`src/rtl/vx_tma_smem_arb_pkg.sv`:
```
// Shared sizing constants and a ring-index helper for the TMA shared-memory arbiter.
`default_nettype none

package vx_tma_smem_arb_pkg;

  localparam int LSU_WORD_SIZE   = 4;
  localparam int LMEM_TAG_WIDTH  = 8;
  localparam int MEM_ADDR_WIDTH  = 32;
  localparam int TMA_FLAGS_WIDTH = 4;

  // Wraps a ring offset in [0, 2n) back into [0, n) without a divider.
  function automatic int rr_wrap(input int a, input int n);
    return (a >= n) ? (a - n) : a;
  endfunction

endpackage

`default_nettype wire

```
`src/rtl/vx_tma_smem_rr_sel.sv`:
```
// Round-robin selector: first valid requester at or after ptr_i, plus the pointer that follows it.
`default_nettype none

module vx_tma_smem_rr_sel
  import vx_tma_smem_arb_pkg::*;
#(
  parameter int NUM_REQS = 4,
  parameter int IDXW     = (NUM_REQS > 1) ? $clog2(NUM_REQS) : 1
) (
  input  logic [NUM_REQS-1:0] valid_i,
  input  logic [IDXW-1:0]     ptr_i,
  output logic [NUM_REQS-1:0] grant_o,
  output logic [IDXW-1:0]     index_o,
  output logic                valid_o,
  output logic [IDXW-1:0]     next_ptr_o
);

  // Scan from farthest to nearest so the closest valid index overwrites the others.
  always_comb begin
    index_o = '0;
    for (int k = NUM_REQS - 1; k >= 0; k--) begin
      if (valid_i[rr_wrap(int'(ptr_i) + k, NUM_REQS)]) begin
        index_o = IDXW'(rr_wrap(int'(ptr_i) + k, NUM_REQS));
      end
    end
  end

  assign valid_o    = |valid_i;
  assign grant_o    = valid_o ? (NUM_REQS'(1) << index_o) : '0;
  assign next_ptr_o = (index_o == IDXW'(NUM_REQS - 1)) ? '0 : (index_o + IDXW'(1));

endmodule

`default_nettype wire

```
`src/rtl/vx_tma_smem_arb.sv`:
```
// N:1 single-outstanding arbiter toward the TMA shared-memory upsizer.
// Optional 1-entry request output buffer under macro TMA_SMEM_ARB_OUTBUF_EN.
`default_nettype none

module vx_tma_smem_arb
  import vx_tma_smem_arb_pkg::*;
#(
  parameter int NUM_REQS    = 4,
  parameter int DATA_SIZE   = LSU_WORD_SIZE,
  parameter int TAG_WIDTH   = LMEM_TAG_WIDTH,
  parameter int ADDR_WIDTH  = MEM_ADDR_WIDTH - $clog2(DATA_SIZE),
  parameter int FLAGS_WIDTH = TMA_FLAGS_WIDTH
) (
  input  logic                                  clk,
  input  logic                                  reset,

  input  logic [NUM_REQS-1:0]                   src_req_valid_i,
  input  logic [NUM_REQS-1:0]                   src_req_rw_i,
  input  logic [NUM_REQS-1:0][ADDR_WIDTH-1:0]   src_req_addr_i,
  input  logic [NUM_REQS-1:0][DATA_SIZE*8-1:0]  src_req_data_i,
  input  logic [NUM_REQS-1:0][DATA_SIZE-1:0]    src_req_byteen_i,
  input  logic [NUM_REQS-1:0][FLAGS_WIDTH-1:0]  src_req_flags_i,
  input  logic [NUM_REQS-1:0][TAG_WIDTH-1:0]    src_req_tag_i,
  output logic [NUM_REQS-1:0]                   src_req_ready_o,
  output logic [NUM_REQS-1:0]                   src_rsp_valid_o,
  output logic [NUM_REQS-1:0][DATA_SIZE*8-1:0]  src_rsp_data_o,
  output logic [NUM_REQS-1:0][TAG_WIDTH-1:0]    src_rsp_tag_o,
  input  logic [NUM_REQS-1:0]                   src_rsp_ready_i,

  output logic                                  dst_req_valid_o,
  output logic                                  dst_req_rw_o,
  output logic [ADDR_WIDTH-1:0]                 dst_req_addr_o,
  output logic [DATA_SIZE*8-1:0]                dst_req_data_o,
  output logic [DATA_SIZE-1:0]                  dst_req_byteen_o,
  output logic [FLAGS_WIDTH-1:0]                dst_req_flags_o,
  output logic [TAG_WIDTH-1:0]                  dst_req_tag_o,
  input  logic                                  dst_req_ready_i,
  input  logic                                  dst_rsp_valid_i,
  input  logic [DATA_SIZE*8-1:0]                dst_rsp_data_i,
  input  logic [TAG_WIDTH-1:0]                  dst_rsp_tag_i,
  output logic                                  dst_rsp_ready_o,
  output logic                                  spurious_rsp_o
);

  localparam int IDXW = (NUM_REQS > 1) ? $clog2(NUM_REQS) : 1;

  logic [IDXW-1:0]     ptr_q, ptr_d;
  logic [IDXW-1:0]     owner_q, owner_d;
  logic                pend_q, pend_d;

  logic [NUM_REQS-1:0] w_sel_grant;
  logic [IDXW-1:0]     w_sel_idx;
  logic                w_sel_valid;
  logic [IDXW-1:0]     w_next_ptr;
  logic                w_pend;
  logic                w_down_ready;
  logic                w_arb_valid;
  logic                w_req_fire;
  logic                w_owner_ready;
  logic                w_rsp_fire;

  logic                   w_req_rw;
  logic [ADDR_WIDTH-1:0]  w_req_addr;
  logic [DATA_SIZE*8-1:0] w_req_data;
  logic [DATA_SIZE-1:0]   w_req_byteen;
  logic [FLAGS_WIDTH-1:0] w_req_flags;
  logic [TAG_WIDTH-1:0]   w_req_tag;

  vx_tma_smem_rr_sel #(
    .NUM_REQS (NUM_REQS),
    .IDXW     (IDXW)
  ) u_rr_sel (
    .valid_i    (src_req_valid_i),
    .ptr_i      (ptr_q),
    .grant_o    (w_sel_grant),
    .index_o    (w_sel_idx),
    .valid_o    (w_sel_valid),
    .next_ptr_o (w_next_ptr)
  );

  // Masking with reset keeps every handshake quiet during the reset cycle itself.
  assign w_pend      = pend_q & reset;
  assign w_arb_valid = w_sel_valid & ~w_pend & reset;
  assign w_req_fire  = w_arb_valid & w_down_ready;

  assign src_req_ready_o = w_sel_grant & {NUM_REQS{w_down_ready & ~w_pend & reset}};

  assign w_req_rw     = src_req_rw_i[w_sel_idx];
  assign w_req_addr   = src_req_addr_i[w_sel_idx];
  assign w_req_data   = src_req_data_i[w_sel_idx];
  assign w_req_byteen = src_req_byteen_i[w_sel_idx];
  assign w_req_flags  = src_req_flags_i[w_sel_idx];
  assign w_req_tag    = src_req_tag_i[w_sel_idx];

`ifdef TMA_SMEM_ARB_OUTBUF_EN
  logic                   buf_valid_q;
  logic                   buf_rw_q;
  logic [ADDR_WIDTH-1:0]  buf_addr_q;
  logic [DATA_SIZE*8-1:0] buf_data_q;
  logic [DATA_SIZE-1:0]   buf_byteen_q;
  logic [FLAGS_WIDTH-1:0] buf_flags_q;
  logic [TAG_WIDTH-1:0]   buf_tag_q;

  assign w_down_ready = ~buf_valid_q | dst_req_ready_i;

  always_ff @(posedge clk) begin
    if (!reset) begin
      buf_valid_q <= 1'b0;
    end else if (w_req_fire) begin
      buf_valid_q <= 1'b1;
    end else if (dst_req_ready_i) begin
      buf_valid_q <= 1'b0;
    end
  end

  always_ff @(posedge clk) begin
    if (w_req_fire) begin
      buf_rw_q     <= w_req_rw;
      buf_addr_q   <= w_req_addr;
      buf_data_q   <= w_req_data;
      buf_byteen_q <= w_req_byteen;
      buf_flags_q  <= w_req_flags;
      buf_tag_q    <= w_req_tag;
    end
  end

  assign dst_req_valid_o  = buf_valid_q & reset;
  assign dst_req_rw_o     = buf_rw_q;
  assign dst_req_addr_o   = buf_addr_q;
  assign dst_req_data_o   = buf_data_q;
  assign dst_req_byteen_o = buf_byteen_q;
  assign dst_req_flags_o  = buf_flags_q;
  assign dst_req_tag_o    = buf_tag_q;
`else
  assign w_down_ready     = dst_req_ready_i;
  assign dst_req_valid_o  = w_arb_valid;
  assign dst_req_rw_o     = w_req_rw;
  assign dst_req_addr_o   = w_req_addr;
  assign dst_req_data_o   = w_req_data;
  assign dst_req_byteen_o = w_req_byteen;
  assign dst_req_flags_o  = w_req_flags;
  assign dst_req_tag_o    = w_req_tag;
`endif

  // A response with nothing outstanding is accepted and dropped, and flagged.
  assign w_owner_ready   = src_rsp_ready_i[owner_q];
  assign dst_rsp_ready_o = w_pend ? w_owner_ready : 1'b1;
  assign w_rsp_fire      = dst_rsp_valid_i & w_pend & w_owner_ready;
  assign spurious_rsp_o  = dst_rsp_valid_i & reset & ~pend_q;

  for (genvar i = 0; i < NUM_REQS; i++) begin : g_rsp
    assign src_rsp_valid_o[i] = dst_rsp_valid_i & w_pend & (owner_q == IDXW'(i));
    assign src_rsp_data_o[i]  = dst_rsp_data_i;
    assign src_rsp_tag_o[i]   = dst_rsp_tag_i;
  end

  always_comb begin
    ptr_d   = ptr_q;
    pend_d  = pend_q;
    owner_d = owner_q;
    if (w_rsp_fire) begin
      pend_d = 1'b0;
    end
    if (w_req_fire) begin
      ptr_d = w_next_ptr;
      if (!w_req_rw) begin
        pend_d  = 1'b1;
        owner_d = w_sel_idx;
      end
    end
  end

  always_ff @(posedge clk) begin
    if (!reset) begin
      ptr_q   <= '0;
      pend_q  <= 1'b0;
      owner_q <= '0;
    end else begin
      ptr_q   <= ptr_d;
      pend_q  <= pend_d;
      owner_q <= owner_d;
    end
  end

endmodule

`default_nettype wire
```
`config.mk`:
```
export PLATFORM = sky130hd
export DESIGN_NAME = vx_tma_smem_arb
export DESIGN_NICKNAME = d
export VERILOG_FILES = /design/src/rtl/vx_tma_smem_arb_pkg.sv /design/src/rtl/vx_tma_smem_rr_sel.sv /design/src/rtl/vx_tma_smem_arb.sv
export SDC_FILE = /design/constraint.sdc
export NUM_CORES = 1
export LEC_CHECK = 0
export ABC_AREA = 1
export ABC_CLOCK_PERIOD_IN_PS = 2500
export BUFFER_PORTS_ARGS = -buffer_cell sky130_fd_sc_hd__buf_2
export CORE_AREA = 2 2 240 242
export CTS_CLUSTER_DIAMETER = 150
export DETAILED_ROUTE_END_ITERATION = 8
export DIE_AREA = 0 0 242 244
export GPL_ROUTABILITY_DRIVEN = 0
export PLACE_DENSITY = 0.3
export SETUP_SLACK_MARGIN = 0.3
export SKIP_LAST_GASP = 1
export SYNTH_ARGS = -nofsm -noshare
export SYNTH_HDL_FRONTEND = slang
export SYNTH_HIERARCHICAL = 1
export SYNTH_SLANG_ARGS = --single-unit
```
`constraint.sdc`:
```
create_clock -name clk -period 2.5 [get_ports clk]
set_clock_uncertainty 0.1 [all_clocks]
set_input_delay 0.125 -clock clk [delete_from_list [all_inputs] [get_ports clk]]
set_output_delay 0.125 -clock clk [all_outputs]
set_load 0.01 [all_outputs]
```
==> results of run 1 <==
==> registers in the layout, summed over array words and instances, names as in the netlist <==
register and flops:
owner_q 2, ptr_q 2, pend_q 1
==> per-layer routing <==
layer	GRT usage [%]	up-vias
met3	2.09	113
li1	-	2937
met4	4.12	8
met1	8.59	2799
met5	0	-
met2	15.0	387
==> worst max-delay path: cells and delay by family (launching register included) <==
family	cells	cell delay [ns]
AOI/OAI and AO/OA	2	0.26
buffers and inverters	8	0.99
DFF	1	0.35
and+or+nand+nor	7	0.55
==> power by group <==
group / switching (W) / leakage (nW) / total, W / internal (W)
Combinational: 0.00230 / 3.48 / 0.00436 / 0.00206
Sequential: 0.0000160 / 0.0424 / 0.000108 / 0.0000916
Clock: 0.0000516 / 0.0382 / 0.000263 / 0.000211
Total: 0.00237 / 3.56 / 0.00473 / 0.00236
==> stage by stage <==
step	setup WS (ns)	utilization, %	TNS (ns)	hold slack [ns]	power (W)
2_1_floorplan	0.437	-	0	0.146	0.00196
3_3_place_gp	0.0632	10.8	0	0.150	0.00313
3_5_place_dp	0.100	10.8	0	0.150	0.00310
4_1_cts	-0.0332	11.8	-0.230	0.112	0.00394
5_1_grt	-0.251	13.5	-8.75	0.141	0.00510
6_report	-0.114	13.5	-0.495	0.105	0.00473
==> what timing repair did <==
action / in CTS / in global routing
setup endpoints to repair: 86 / 86
pin swaps: 9 / 31
buffers inserted: 10 / 16
resized for setup: 69 / 99
gates cloned: 7 / 19
==> cells in the mapped netlist <==
master and number:
o21ai_0 106, clkbuf_2 2, buf_4 164, nor3_1 4
o21ai_1 53, inv_1 23, dfxtp_1 5, nand3_1 11
and2_1 1, clkbuf_1 23, ha_1 4, a21oi_1 2
nand2_2 4, nor2_2 4, buf_2 10, o22ai_1 78
and2_4 1, nand2_1 32, a21oi_2 1, o21ai_2 1
inv_4 2, nor2_1 176, inv_2 5, buf_6 12
nand4_1 3, nand3_2 2
==> cell families after synthesis <==
group                      share of synthesized area, %
AOI/OAI and AO/OA                                  32.4
adders and majority gates                          1.24
buffers and inverters                              40.2
DFF                                                2.47
and+or+nand+nor                                    23.7
==> final cells by class <==
type                       count  area (µm²)  area share (%)
antenna                        3        7.51          0.0989
multi-input combinational    483        2680            35.3
tap                          756         946            12.5
inverter                      30         153            2.01
timing repair buffer         511        3610            47.6
clock buffer                   4        78.8            1.04
timing repair inverter         1        8.76           0.115
sequential                     5         108            1.42
==> final timing paths <==
| path | start | to |
|---|---|---|
| worst max-delay path | ptr_q[0] | dst_req_data_o[27] |
| worst min-delay path | reset | owner_q[0] |
| worst max register to register | ptr_q[0] | owner_q[1] |
| worst min register to register | owner_q[0] | owner_q[0] |
==> summary.md, run 1 <==
| Metric | Value |
|---|---|
| Status | finished, violations left |
| Failing checks | setup timing |
| Post-Syn Nets | ~1,100 |
| Die Width | 242 µm |
| Post-Route WL | 31,200 µm |
| Vias/cell | approximately 3.5 |
| Crit-path max cell delay | between 0.3 and 0.4 ns |
| Area post-placement | 6060 µm² |
| Initial core utilization | 7.21% |
| Highest Clock Rate | ~380 MHz |
| Filler cells | around 6,600 |
| Path depth of the worst reg2reg path | 16 |
| Worst Tran Pin Value | approximately 0.46 ns |
| Max-slew violations | 0 |
| Port Buffers | between 400 and 500 |
| Clk buf depth | 2 |
| CTS tree | yes |
| Dpl hpwl | ~20,000 µm |
| Most used cells in the layout excluding fill and tap cells | buf_2, nor2_1, o21ai_0 |
| Hold Path Depth | 3 |
| Ranking of synthesized cells by area | buf_4, nor2_1, o21ai_0, o22ai_1, o21ai_1 |
| First-pass GRT wire length | 36,700 µm |
| Wl on met1 | approximately 11,000 µm |
| Crit path launch type | register |
| Via count | 6,244 |
| DR iter-0 viols | between 200 and 300 |
| Worst setup path category | reg -> out |
| CP Max Fanout | 7 |
| Chip Height | 244 µm |
| DIE AREA | roughly 60,000 µm² |
| Clock Sink Count | 5 |
| Placed Instances | around 1,700 |
| Worst-Skew Late Latency | about 0.23 ns |
| Area Growth Syn to Fin | 87.3% |
| VDD IR-drop max | 0.216 mV |
| R2R Setup Slk | approximately 0.20 ns |
| Post-Synthesis Cell Area | about 4100 µm² |
| First-pass DRT Iterations | 5 |
| Floorplan core area | 56,200 µm² |
| Max layer used | met5 |
| Min Tclk post-route | about 2.6 ns |
| Final instance area | approximately 7600 µm² |
| Setup crit end kind | output pin |
| Yosys warning count | 6 |
| Post-route insts no fill | approximately 1,800 |
| Overall routing resource usage | 8.16% |
| Maximum level of the CTS H-tree | 1 |
| Share of cells above drive strength 1 | around three fifths |
| Power Dens Cells | around 620 nW/µm² |
| Unique masters post-synth | 26 |
| Worst min path class | in -> reg |
| Post-DRT Antenna Nets | 0 |
| CP required | roughly 2.3 ns |
| Largest net degree at the start of global routing | 47 |
| Hold-fix buffers, CTS | 0 |
| Grt total ovfl | 0 |
| Crit share post-route | 105% |
| Crit path cell chain | buf_12, clkinv_8, nand2_4, and2_4, nand2_4, nand2_2, inv_2, nand2_2, nand2_4, nand2_8, inv_12, buf_16, buf_12, buf_8, o21ai_1, o22ai_1, buf_2 |
| Synth Area per Inst | around 5.6 µm² |
| RSZ-0062 raised after global routing | true |
| Routed wl met2 | between 15,000 and 20,000 µm |
| Routed len/inst | between 15 and 20 µm |
| Worst setup margin | -0.114 ns |
| Top cell type's share of synthesized area | between 30% and 40% |
| Relative slew slack | between 60% and 70% |
| Cells after Synth | about 730 |
| CTS buffer count | 3 |
| Seq/Total Area, Yosys | about 2.5% |
| Clk pin slew, worst setup/hold paths | 0.03 ns |
| DR WL met3 | around 2800 µm |
| Number of synthesized register bits | 5 |
| CP arrival | approximately 2.4 ns |
| Cell at the slowest stage of the critical path | dfxtp_4 |
| Pleak | 3.56 nW |
| Fin. Hold Viols | 0 |
| Vias in the first global route | between 5,000 and 6,000 |
| Ports | 618 |
| Root Driver | clkbuf_16 |
| Setup Viol. Count Final | 27 |
| DRC viols | 0 |
| Max Cap Viol | 0 |
| Biggest area consumer among synthesized cells | buf_4 |
| Standard-cell rows | 87 |
| Antenna violations before repair | 9 |
| Fin nets | 1,407 |
| Commonest non-fill, non-tap cell in the layout | buf_2 |
| Most frequent CP cell | nand2_4 |
No activity file was read; power rests on OpenSTA's default activity.
==> run 2, diff against run 1 <==
CAP_MARGIN = 20   (was not set)
CELL_PAD_IN_SITES_DETAIL_PLACEMENT = 0   (was not set)
CELL_PAD_IN_SITES_GLOBAL_PLACEMENT = 1   (was not set)
CORE_AREA = 5 5 240 242   (was 2 2 240 242)
DIE_AREA = 0 0 245 247   (was 0 0 242 244)
PLACE_DENSITY = 0.45   (was 0.3)
==> run 2 against run 1 <==
- the run still ends with setup timing left
- clock power shrank 2%
- worst hold slack got worse by 0.0024 ns
- sequential share of layout area is 0.084 points lower
- critical endpoint is now dst_req_tag_o[6]
==> summary.md, run 2 (synthesis gave the netlist of run 1 again) <==
| Metric | Value |
|---|---|
| Relative slew slack | 74.6% |
| Status | finished, violations left |
| Top Registers | owner_q: 2 flops, ptr_q: 2 flops, pend_q: 1 flops |
| RSZ-0062 raised after global routing | true |
| Pleak | ~3.7 nW |
| Share of cells above drive strength 1 | between 60% and 70% |
| Grt total ovfl | 0 |
| Worst min path class | in -> reg |
| CTS tree | yes |
| Worst Tran Pin Value | 0.380 ns |
| Worst-Skew Late Latency | about 0.23 ns |
| Vias/cell | roughly 3.6 |
| Worst setup path category | reg -> out |
| CTS buffer count | 3 |
| CP arrival | 2.30 ns |
| Max-slew violations | 0 |
| Most used cells in the layout excluding fill and tap cells | buf_2, nor2_1, o21ai_2 |
| DR iter-0 viols | a little under 200 |
| Cell at the slowest stage of the critical path | dfxtp_4 |
| Standard-cell rows | 86 |
| Crit share post-route | 101% |
| DIE AREA | 60,500 µm² |
| Chip Height | 247 µm |
| Crit-path max cell delay | ~0.41 ns |
| Max Cap Viol | 0 |
| Antenna violations before repair | 2 |
| Clk buf depth | 2 |
| Worst path top cell family by delay | buffers and inverters |
| Post-Route WL | approximately 32,000 µm |
| R2R Setup Slk | about 0.15 ns |
| Min Tclk post-route | between 2 and 3 ns |
| Post-DRT Antenna Nets | 0 |
| Highest Clock Rate | between 300 and 400 MHz |
| Clk pin slew, worst setup/hold paths | roughly 0.03 ns |
| Routed len/inst | between 15 and 20 µm |
| Power Dens Cells | around 650 nW/µm² |
| Fin. Hold Viols | 0 |
| Failing checks | setup timing |
| Finished Core Util | 14.7% |
| First-pass DRT Iterations | 4 |
| Hold-fix buffers, CTS | 0 |
| TNS Setup | -0.0884 ns |
| Via count | between 6,000 and 7,000 |
| Setup crit end kind | output pin |
| VDD IR-drop max | around 0.25 mV |
| Place WS | -0.112 ns |
| Vias in the first global route | approximately 6,300 |
| Clock Sink Count | 5 |
| Critical path buffer and inverter count | 6 |
| Port Buffers | between 400 and 500 |
| DRC viols | 0 |
| CP Max Fanout | 8 |
| Initial core utilization | between 7 and 8% |
| Floorplan core area | between 50,000 and 60,000 µm² |
| CP required | 2.28 ns |
| Worst setup margin | -0.0265 ns |
| Ports | ~620 |
| Hold Slack | 0.103 ns |
| Largest net degree at the start of global routing | 51 |
| Die Width | around 250 µm |
| Commonest non-fill, non-tap cell in the layout | buf_2 |
| Setup Viol. Count Final | 6 |
| Root Driver | clkbuf_16 |
| Crit path launch type | register |
| Maximum level of the CTS H-tree | 1 |
| Crit path cell chain | inv_4, nand2_4, nor2_4, nor2_4, nand3_4, nand2_2, nand2_4, nand2_8, clkinv_16, buf_12, buf_16, buf_8, o21ai_4, o22ai_2, buf_2 |
| Overall routing resource usage | 8.57% |
| Fin nets | ~1,400 |
| Area Growth Syn to Fin | 99.2% |
| Dpl hpwl | just over 20,000 µm |
| First-pass GRT wire length | ~39,000 µm |
run 2: path summary, 6_finish.rpt:
check,from,endpoint,cells after the start
worst min-delay path,reset,ptr_q[1],3
worst max-delay path,ptr_q[0],dst_req_tag_o[6],15
worst max register to register,ptr_q[0],owner_q[1],17
worst min register to register,owner_q[0],owner_q[0],2
run 2: per-layer routing:
layer	GRT usage, %	wire [µm]	vias up
met3	1.69	2210	123
li1	-	-	2930
met4	4.65	1920	0
met5	0	0	-
met1	8.81	11500	2836
met2	16.3	16800	403
run 2: worst min-delay path, delay by kind of cell:
kind | cells | cell delay (ns)
compound gates | 1 | 0.08
simple gates | 1 | 0.04
buf+inv | 1 | 0.15
run 2: metrics by stage:
step | area (µm²) | total power [W] | cells
floorplan | 4050 | 0.00196 | 729
global placement | 5900 | 0.00308 | 1668
detailed placement | 5900 | 0.00306 | 1668
CTS | 6750 | 0.00421 | 1703
global route | 8070 | 0.00558 | 1738
finish | 8070 | 0.00521 | 1738
run 2: timing repair:
item,CTS,global route
resized for setup,57,264
buffers inserted,16,15
gates cloned,15,18
pin swaps,3,74
endpoints found under the setup margin,87,87
run 2: final cells by class:
cell class | count | area (µm²)
repair buffers | 510 | 3790
inverters | 30 | 161
multi-input cells | 483 | 3040
flip-flops and latches | 5 | 108
clock buffers | 4 | 78.8
diodes | 2 | 5.00
well taps | 704 | 881
fillers | 6365 | 46800
run 2: power by group:
part	internal [W]	switching, W
sequential	0.0000918	0.0000190
clock	0.000211	0.0000477
combinational	0.00232	0.00252
total	0.00262	0.00259
